## src/rtl/mc_main_ctrl_pkg.sv

```systemverilog
// Types and constants shared by the multicycle MIPS main controller.
// MC_ILLEGAL_TRAP_EN adds the Halt state for unrecognised instructions.
package mc_main_ctrl_pkg;

`ifdef MC_ILLEGAL_TRAP_EN
  localparam int STATE_W = 5;
`else
  localparam int STATE_W = 4;
`endif

  typedef enum logic [STATE_W-1:0] {
    Fetch, Decode, MemAddr, MemRd, MemWrbck, MemWr, RRExec, RRWrbck,
    Branch, Jmp, RIExec, RIWrbck, Lui, Jal, Jalr, Jr
`ifdef MC_ILLEGAL_TRAP_EN
    , Halt
`endif
  } state_type;

  typedef enum logic       {AddrPC, AddrALUout} mem_addr_sel_t;
  typedef enum logic [1:0] {PCPlus4, PCBranch, PCJmp, PCRs} nxt_pc_sel_t;
  typedef enum logic       {SrcaPC, SrcaRs} alu_srca_sel_t;
  typedef enum logic [2:0] {SrcbRt, Four, BeqImm, SrcbImm, Zero} alu_srcb_sel_t;
  typedef enum logic [1:0] {WrRt, WrRd, WrRa} wreg_dst_sel_t;
  typedef enum logic [1:0] {ALUout, MemData, LuiResult, PCPlus4_j} wreg_data_sel_t;
  typedef enum logic [2:0] {BrEq, BrNe, BrGez, BrLtz, BrLez, BrGtz} br_cond_t;

  typedef enum logic [3:0] {
    ALUop_ADD, ALUop_ADDU, ALUop_SUB, ALUop_AND, ALUop_OR,
    ALUop_XOR, ALUop_SLT, ALUop_SLTU, ALUop_RR
  } ALUop_t;

  // Per-state control word; fetch_rdy and pc_br are gated late by mem_rdy / taken.
  typedef struct packed {
    logic           mem_req;
    logic           mem_we;
    logic           fetch_rdy;
    logic           pc_br;
    logic           pc_we;
    logic           reg_we;
    mem_addr_sel_t  addr;
    nxt_pc_sel_t    pc_sel;
    alu_srca_sel_t  srca;
    alu_srcb_sel_t  srcb;
    ALUop_t         alu_op;
    wreg_dst_sel_t  wdst;
    wreg_data_sel_t wdata;
  } ctl_t;

  localparam logic [5:0] OP_RR     = 6'h00;
  localparam logic [5:0] OP_BGELTZ = 6'h01;
  localparam logic [5:0] OP_J      = 6'h02;
  localparam logic [5:0] OP_JAL    = 6'h03;
  localparam logic [5:0] OP_BEQ    = 6'h04;
  localparam logic [5:0] OP_BNE    = 6'h05;
  localparam logic [5:0] OP_BLEZ   = 6'h06;
  localparam logic [5:0] OP_BGTZ   = 6'h07;
  localparam logic [5:0] OP_ADDI   = 6'h08;
  localparam logic [5:0] OP_ADDIU  = 6'h09;
  localparam logic [5:0] OP_SLTI   = 6'h0A;
  localparam logic [5:0] OP_SLTIU  = 6'h0B;
  localparam logic [5:0] OP_ANDI   = 6'h0C;
  localparam logic [5:0] OP_ORI    = 6'h0D;
  localparam logic [5:0] OP_XORI   = 6'h0E;
  localparam logic [5:0] OP_LUI    = 6'h0F;
  localparam logic [5:0] OP_LW     = 6'h23;
  localparam logic [5:0] OP_SW     = 6'h2B;

  localparam logic [5:0] F_SLL  = 6'h00;
  localparam logic [5:0] F_SRL  = 6'h02;
  localparam logic [5:0] F_SRA  = 6'h03;
  localparam logic [5:0] F_SLLV = 6'h04;
  localparam logic [5:0] F_SRLV = 6'h06;
  localparam logic [5:0] F_SRAV = 6'h07;
  localparam logic [5:0] F_JR   = 6'h08;
  localparam logic [5:0] F_JALR = 6'h09;
  localparam logic [5:0] F_ADD  = 6'h20;
  localparam logic [5:0] F_ADDU = 6'h21;
  localparam logic [5:0] F_SUB  = 6'h22;
  localparam logic [5:0] F_SUBU = 6'h23;
  localparam logic [5:0] F_AND  = 6'h24;
  localparam logic [5:0] F_OR   = 6'h25;
  localparam logic [5:0] F_XOR  = 6'h26;
  localparam logic [5:0] F_NOR  = 6'h27;
  localparam logic [5:0] F_SLT  = 6'h2A;
  localparam logic [5:0] F_SLTU = 6'h2B;

`ifdef MC_ILLEGAL_TRAP_EN
  localparam state_type ILLEGAL_NXT = Halt;
`else
  localparam state_type ILLEGAL_NXT = Fetch;
`endif

  // Functs the ALU's RR decode understands.
  function automatic logic is_rr_alu_funct(input logic [5:0] f);
    case (f)
      F_SLL, F_SRL, F_SRA, F_SLLV, F_SRLV, F_SRAV,
      F_ADD, F_ADDU, F_SUB, F_SUBU, F_AND, F_OR, F_XOR, F_NOR,
      F_SLT, F_SLTU: return 1'b1;
      default:       return 1'b0;
    endcase
  endfunction

endpackage

```

## src/rtl/mc_main_ctrl_alu_dec.sv

```systemverilog
// Combinational decode of opcode to the RIExec ALU op and of opcode/rt
// to the branch condition used in the Branch state.
module mc_alu_dec
  import mc_main_ctrl_pkg::*;
(
  input  logic [5:0] opcode,
  input  logic [4:0] rt,
  output ALUop_t     ri_alu_op,
  output br_cond_t   br_cond
);

  always_comb begin
    ri_alu_op = ALUop_ADD;
    case (opcode)
      OP_ADDI:  ri_alu_op = ALUop_ADD;
      OP_ADDIU: ri_alu_op = ALUop_ADDU;
      OP_ANDI:  ri_alu_op = ALUop_AND;
      OP_ORI:   ri_alu_op = ALUop_OR;
      OP_XORI:  ri_alu_op = ALUop_XOR;
      OP_SLTI:  ri_alu_op = ALUop_SLT;
      OP_SLTIU: ri_alu_op = ALUop_SLTU;
      default:  ri_alu_op = ALUop_ADD;
    endcase
  end

  always_comb begin
    br_cond = BrEq;
    case (opcode)
      OP_BEQ:    br_cond = BrEq;
      OP_BNE:    br_cond = BrNe;
      OP_BGELTZ: br_cond = (rt == 5'd1) ? BrGez : BrLtz;
      OP_BLEZ:   br_cond = BrLez;
      OP_BGTZ:   br_cond = BrGtz;
      default:   br_cond = BrEq;
    endcase
  end

endmodule

```

## src/rtl/mc_main_ctrl.sv

```systemverilog
// Main control FSM of the multicycle MIPS datapath.
// MC_ILLEGAL_TRAP_EN: unrecognised instructions trap into Halt and set illegal_instr.
//
// state    | meaning
// Fetch    | read instr at PC, PC+=4      Decode  | branch target -> ALUout
// MemAddr  | rs+imm -> ALUout             MemRd   | load read
// MemWrbck | load data -> rt              MemWr   | store write
// RRExec   | rs op rt                     RRWrbck | ALUout -> rd
// Branch   | rs-rt / rs-0, cond PC load   Jmp     | PC <- jump target
// RIExec   | rs op imm                    RIWrbck | ALUout -> rt
// Lui      | lui result -> rt             Jal     | ra <- PC+4, PC <- target
// Jalr     | rd <- PC+4, PC <- rs         Jr      | PC <- rs
// Halt     | trapped until reset (trap build only)
module mc_main_ctrl
  import mc_main_ctrl_pkg::*;
#(
  parameter bit MEM_HS = 1'b1
) (
  input  logic           clk,
  input  logic           rst_n,
  input  logic [5:0]     opcode,
  input  logic [5:0]     funct,
  input  logic [4:0]     rt,
  input  logic           alu_zero,
  input  logic           alu_sign,
  input  logic           mem_rdy,
  output logic           mem_req,
  output logic           mem_we,
  output mem_addr_sel_t  mem_addr_sel,
  output logic           ir_we,
  output logic           pc_we,
  output nxt_pc_sel_t    nxt_pc_sel,
  output alu_srca_sel_t  alu_srca_sel,
  output alu_srcb_sel_t  alu_srcb_sel,
  output ALUop_t         alu_op,
  output logic           reg_we,
  output wreg_dst_sel_t  wreg_dst_sel,
  output wreg_data_sel_t wreg_data_sel,
  output state_type      state_o,
  output logic           illegal_instr
);

  state_type state, nxt;
  ctl_t      ctl;
  ALUop_t    ri_alu_op;
  br_cond_t  br_cond;
  logic      rdy, taken;

  assign rdy = MEM_HS ? mem_rdy : 1'b1;

  mc_alu_dec u_alu_dec (
    .opcode    (opcode),
    .rt        (rt),
    .ri_alu_op (ri_alu_op),
    .br_cond   (br_cond)
  );

  always_comb begin
    case (br_cond)
      BrEq:    taken = alu_zero;
      BrNe:    taken = !alu_zero;
      BrGez:   taken = !alu_sign;
      BrLtz:   taken = alu_sign;
      BrLez:   taken = alu_zero | alu_sign;
      BrGtz:   taken = !alu_zero & !alu_sign;
      default: taken = 1'b0;
    endcase
  end

  function automatic ctl_t decode_ctl(input state_type s, input logic [5:0] op,
                                      input ALUop_t ri_op);
    ctl_t c;
    c        = '0;
    c.addr   = AddrPC;
    c.pc_sel = PCPlus4;
    c.srca   = SrcaPC;
    c.srcb   = SrcbRt;
    c.alu_op = ALUop_ADD;
    c.wdst   = WrRt;
    c.wdata  = ALUout;
    case (s)
      Fetch:    begin c.mem_req = 1'b1; c.fetch_rdy = 1'b1; c.srcb = Four; end
      Decode:   c.srcb = BeqImm;
      MemAddr:  begin c.srca = SrcaRs; c.srcb = SrcbImm; end
      MemRd:    begin c.mem_req = 1'b1; c.addr = AddrALUout; end
      MemWrbck: begin c.reg_we = 1'b1; c.wdata = MemData; end
      MemWr:    begin c.mem_req = 1'b1; c.mem_we = 1'b1; c.addr = AddrALUout; end
      RRExec:   begin c.srca = SrcaRs; c.alu_op = ALUop_RR; end
      RRWrbck:  begin c.reg_we = 1'b1; c.wdst = WrRd; end
      Branch: begin
        c.srca   = SrcaRs;
        c.alu_op = ALUop_SUB;
        c.srcb   = (op == OP_BEQ || op == OP_BNE) ? SrcbRt : Zero;
        c.pc_br  = 1'b1;
        c.pc_sel = PCBranch;
      end
      Jmp:      begin c.pc_we = 1'b1; c.pc_sel = PCJmp; end
      RIExec:   begin c.srca = SrcaRs; c.srcb = SrcbImm; c.alu_op = ri_op; end
      RIWrbck:  c.reg_we = 1'b1;
      Lui:      begin c.reg_we = 1'b1; c.wdata = LuiResult; end
      Jal: begin
        c.reg_we = 1'b1; c.wdst = WrRa; c.wdata = PCPlus4_j;
        c.pc_we  = 1'b1; c.pc_sel = PCJmp;
      end
      Jalr: begin
        c.reg_we = 1'b1; c.wdst = WrRd; c.wdata = PCPlus4_j;
        c.pc_we  = 1'b1; c.pc_sel = PCRs;
      end
      Jr:       begin c.pc_we = 1'b1; c.pc_sel = PCRs; end
      default:  ;
    endcase
    return c;
  endfunction

  always_comb begin
    nxt = Fetch;
    case (state)
      Fetch:  nxt = rdy ? Decode : Fetch;
      Decode: begin
        case (opcode)
          OP_LW, OP_SW: nxt = MemAddr;
          OP_RR: begin
            if (funct == F_JR)        nxt = Jr;
            else if (funct == F_JALR) nxt = Jalr;
`ifdef MC_ILLEGAL_TRAP_EN
            else if (!is_rr_alu_funct(funct)) nxt = Halt;
`endif
            else                      nxt = RRExec;
          end
          OP_BEQ, OP_BNE, OP_BGELTZ, OP_BLEZ, OP_BGTZ: nxt = Branch;
          OP_J:   nxt = Jmp;
          OP_JAL: nxt = Jal;
          OP_ADDI, OP_ADDIU, OP_ANDI, OP_ORI, OP_XORI, OP_SLTI, OP_SLTIU: nxt = RIExec;
          OP_LUI: nxt = Lui;
          default: nxt = ILLEGAL_NXT;
        endcase
      end
      MemAddr:  nxt = (opcode == OP_LW) ? MemRd : MemWr;
      MemRd:    nxt = rdy ? MemWrbck : MemRd;
      MemWr:    nxt = rdy ? Fetch : MemWr;
      RRExec:   nxt = RRWrbck;
      RIExec:   nxt = RIWrbck;
`ifdef MC_ILLEGAL_TRAP_EN
      Halt:     nxt = Halt;
`endif
      default:  nxt = Fetch;
    endcase
  end

  // Control word is registered alongside the state so both always agree.
  always_ff @(posedge clk or negedge rst_n) begin
    if (!rst_n) begin
      state <= Fetch;
      ctl   <= decode_ctl(Fetch, OP_RR, ALUop_ADD);
    end else begin
      state <= nxt;
      ctl   <= decode_ctl(nxt, opcode, ri_alu_op);
    end
  end

`ifdef MC_ILLEGAL_TRAP_EN
  logic illegal_q;
  always_ff @(posedge clk or negedge rst_n) begin
    if (!rst_n)                               illegal_q <= 1'b0;
    else if (state == Decode && nxt == Halt)  illegal_q <= 1'b1;
  end
  assign illegal_instr = illegal_q;
`else
  assign illegal_instr = 1'b0;
`endif

  // rst_n gating keeps every enable low while reset is held.
  assign mem_req       = rst_n & ctl.mem_req;
  assign mem_we        = rst_n & ctl.mem_we;
  assign ir_we         = rst_n & ctl.fetch_rdy & rdy;
  assign pc_we         = rst_n & (ctl.pc_we | (ctl.fetch_rdy & rdy) | (ctl.pc_br & taken));
  assign reg_we        = rst_n & ctl.reg_we;
  assign mem_addr_sel  = ctl.addr;
  assign nxt_pc_sel    = ctl.pc_sel;
  assign alu_srca_sel  = ctl.srca;
  assign alu_srcb_sel  = ctl.srcb;
  assign alu_op        = ctl.alu_op;
  assign wreg_dst_sel  = ctl.wdst;
  assign wreg_data_sel = ctl.wdata;
  assign state_o       = state;

endmodule

```

## config.mk

```make
export PLATFORM = sky130hd
export DESIGN_NAME = mc_main_ctrl
export DESIGN_NICKNAME = d
export VERILOG_FILES = /design/src/rtl/mc_main_ctrl_pkg.sv /design/src/rtl/mc_main_ctrl_alu_dec.sv /design/src/rtl/mc_main_ctrl.sv
export SDC_FILE = /design/constraint.sdc
export NUM_CORES = 1
export LEC_CHECK = 0
export BUFFER_PORTS_ARGS = -buffer_cell sky130_fd_sc_hd__buf_4
export CELL_PAD_IN_SITES_DETAIL_PLACEMENT = 0
export CELL_PAD_IN_SITES_GLOBAL_PLACEMENT = 1
export CORE_MARGIN = 3
export CORE_UTILIZATION = 30
export CTS_CLUSTER_DIAMETER = 80
export DETAILED_ROUTE_END_ITERATION = 7
export PLACE_DENSITY_LB_ADDON = 0.1
export REMOVE_ABC_BUFFERS = 1
export SYNTH_ARGS = -nofsm -noshare
export SYNTH_HDL_FRONTEND = slang
export SYNTH_SLANG_ARGS = --single-unit
export TNS_END_PERCENT = 1
```

## constraint.sdc

```tcl
create_clock -name clk -period 4.54 [get_ports clk]
set_input_delay 0.908 -clock clk [delete_from_list [all_inputs] [get_ports clk]]
set_output_delay 0.908 -clock clk [all_outputs]
set_load 0.005 [all_outputs]
```

==> metrics.md <==
| Metric | Value |
|---|---|
| Clock share of power | `17.4%` |
| Initial antenna violation count | `0` |
| Pleak | `0.0008342 µW` |
| RR Startpoint | `state_o[3]` |
| Die X | `78.23 µm` |
| Mapped Cells | `165` |
| Unrepaired setup endpoints after global routing | `no` |
| Crit path DAT | `2.67 ns` |
| Crit Path Max Fanout | `1` |
| IO Count | `47` |
| Detail Route Antenna Nets | `0` |
| R2r setup slk | `1.88 ns` |
| Sw Ratio | `34.89%` |
| Nets@finish | `211` |
| Worst skew pair latency | `0.26 ns` |
| DRT iter0 DRCs | `39` |
| CP Class | `input port to output port` |
| Post-CTS Setup Inserts | `0` |
| Seq/Total Area, Yosys | `40.21%` |
| Post-synth EDFFs | `0` |
| Pint | `476.5 µW` |
| Cell Rows | `25` |
| TritonCTS clock tree | `done` |
| Cts bufs inserted | `3` |
| Max_cap viols | `0` |
| Buf+Inv Stages, Crit Path | `2` |
| Clock slew seen by the registers of the worst setup and hold paths | `0.08 ns` |
| Worst hold path class | `input port to async pin` |
| DPL Wire Length | `2671 µm` |
| PortBufs | `45` |
| Starting Density | `32.08%` |
| Slew Viols, Final | `0` |
| Hold Slack | `0.5367 ns` |
| Min cycle time layout | `3.579 ns` |
| Comb pwr share | `39.8%` |
| Layout area overhead | `18.95%` |
| Area leader, netlist | `dfrtp_1` |
| Die area | `0.006120 mm²` |
| CP endpoint kind | `output port` |
| Avg WL per Cell | `14.22 µm` |
| FF-to-FF path depth | `4` |
| Reg power frac | `42.7%` |
| Clock sinks | `25` |
| Crit-path cells | `buf_4 > or4b_2 > a211oi_1 > xnor2_1 > mux2i_1 > a221oi_1 > nor2b_1 > buf_4` |
| Cell chosen for the clock root | `clkbuf_8` |
| Final worst path period share | `78.84%` |
| GRT Util Overall | `12.54%` |
| DR vias/cell | `4.878` |
| First-pass GRT wire length | `6230 µm` |
| Antenna Cells | `0` |
| Data required time at the worst endpoint | `3.63 ns` |
| Final setup violation count | `0` |
| Outcome | `finished, final reports clean` |
| Switching power | `255.4 µW` |
| Clock Path Buffers | `2` |
| Startpoint Class | `input port` |
| Max Fclk | `0.2794 GHz` |
| GRT Residual Overflow | `0` |
| Worst Clk Skew | `0.0005220 ns` |
| Slew HR | `37.63%` |
| Avg Cell Area, Syn | `9.486 µm²` |
| Synth top area share | `35.17%` |
| Routability congestion estimate from global placement | `0.8312` |
| Final hold vios | `0` |
| Syn. warnings | `0` |
| Area contributors post-synth | `dfrtp_1, buf_4, dfstp_2` |
| PwrDens | `393.1 mW/mm²` |
| Netlist cell types | `56` |
| Commonest cells after routing, fill and taps aside | `buf_4, dfrtp_1, nor3_1` |
| Leading cell type in the layout, fill and taps excluded | `buf_4` |
| RR Endpoint | `wreg_dst_sel[0]` |
| Tightest Pin Transition | `0.9356 ns` |
| Total Wirelength | `3626 µm` |
| Yosys reg bits | `25` |
| CP max stage cell | `or4b_2` |
| CTS HTree Levels | `1` |
| Top delay family on crit path | `simple AND/OR/NAND/NOR gates` |
| Ys async rst share | `100.0%` |
| DR vias | `1244` |
| Vias in the first global route | `1259` |
| Post_cts resized | `0` |
| Dominant synthesized flop cell | `dfrtp_1` |
| Max IR drop VDD | `0.0001245 V` |
| Most used cell, CP | `buf_4` |
| Die height | `78.23 µm` |
| Share of post-route cells with drive strength above 1 | `35.11%` |
| Synthesized area | `0.001565 mm²` |
| Router iterations before antenna repair | `4` |
| CP max stage delay | `0.65 ns` |
| Residual DRC | `0` |
| Hold Buf Count CTS | `0` |
| Pin count of the biggest net entering global routing | `31` |
| Setup TNS | `0 ns` |
| Area of the core | `0.004880 mm²` |
metal layers:
| layer | track usage (%) | up-vias | wire length [µm] |
|---|---|---|---|
| li1 | - | 618 | - |
| met1 | 18.22 | 587 | 1787 |
| met2 | 19.61 | 35 | 1666 |
| met3 | 1.606 | 4 | 133 |
| met4 | 3.322 | 0 | 38 |
| met5 | 0 | - | 0 |
how the worst max path moves through the flow:
| stage | slack, ns | start | cells past startpoint | endpoint |
|---|---|---|---|---|
| after floorplan | 1.26 | rt[1] | 6 | pc_we |
| after global routing | 0.81 | rt[1] | 8 | pc_we |
| after global placement | 0.93 | rt[1] | 8 | pc_we |
| final | 0.96 | rt[1] | 8 | pc_we |
| after detailed placement | 0.91 | rt[1] | 8 | pc_we |
| after CTS | 0.92 | rt[1] | 8 | pc_we |
state kept, by name, summed over array words and instances, names as in the netlist:
| signal | count |
|---|---|
| ctl | 6 |
| mem_addr_sel | 1 |
| wreg_data_sel | 2 |
| nxt_pc_sel | 2 |
| wreg_dst_sel | 2 |
| alu_srcb_sel | 3 |
| alu_op | 4 |
| state_o | 4 |
| alu_srca_sel | 1 |
power groups by stage:
stage	logic [µW]	registers [µW]	clock network, µW
final	292	313	128
after global routing	328	321	146
after CTS	295	312	133
after detailed placement	294	316	0
after global placement	293	314	0
after floorplan	173	308	0
stage by stage:
| stage | cell area [µm²] | setup slack (ns) | cells | total power, µW | utilization, % |
|---|---|---|---|---|---|
| after global routing | 1862 | 0.8142 | 255 | 794.6 | 38.15 |
| after CTS | 1862 | 0.9161 | 255 | 740.7 | 38.15 |
| after detailed placement | 1815 | 0.9123 | 251 | 609.8 | 37.21 |
| after floorplan | 1394 | 1.263 | 139 | 481.5 | - |
| after global placement | 1815 | 0.9288 | 251 | 607.5 | 37.21 |
| final | 1862 | 0.9608 | 255 | 731.9 | 38.15 |
kinds of logic after synthesis:
group / synth area share (%)
AO/OA/AOI/OAI: 17.19
AND/OR/NAND/NOR: 25.50
other: 0.2396
XOR/XNOR: 3.357
multiplexers: 1.279
buffers and inverters: 12.23
flip-flops: 40.21
layout make-up:
class	instances	area, µm²
fillers	525	3018
clock buffers	3	41.29
repair buffers	45	337.8
inverters	5	20.02
flip-flops and latches	25	629.4
well taps	67	83.83
clock inverters	1	5.005
multi-input cells	109	744.5
worst register-to-register path, cell delays in order, from the launching register on:
cell	delay, ns
dfrtp_1	0.55
or4b_4	0.61
o32ai_2	0.82
or2b_1	0.35
o31ai_1	0.23
cells in the mapped netlist, types with 2 or more instances:
| library cell | instances |
|---|---|
| a21oi_1 | 10 |
| dfstp_2 | 3 |
| o21a_1 | 2 |
| buf_2 | 7 |
| o21ai_0 | 7 |
| nor3_1 | 12 |
| or3_1 | 2 |
| nor3b_1 | 2 |
| and3_1 | 2 |
| clkbuf_1 | 2 |
| dfrtp_1 | 22 |
| nor2_1 | 8 |
| nand4b_1 | 2 |
| or4b_2 | 2 |
| and2_1 | 4 |
| a211oi_1 | 2 |
| buf_4 | 15 |
| xnor2_1 | 5 |
| o32ai_1 | 2 |
| nor2b_1 | 3 |
| nand2b_1 | 4 |
| mux2i_1 | 2 |
| or3b_2 | 2 |
| nand2_1 | 9 |
| inv_1 | 3 |
(Power assumes the default switching activity.)
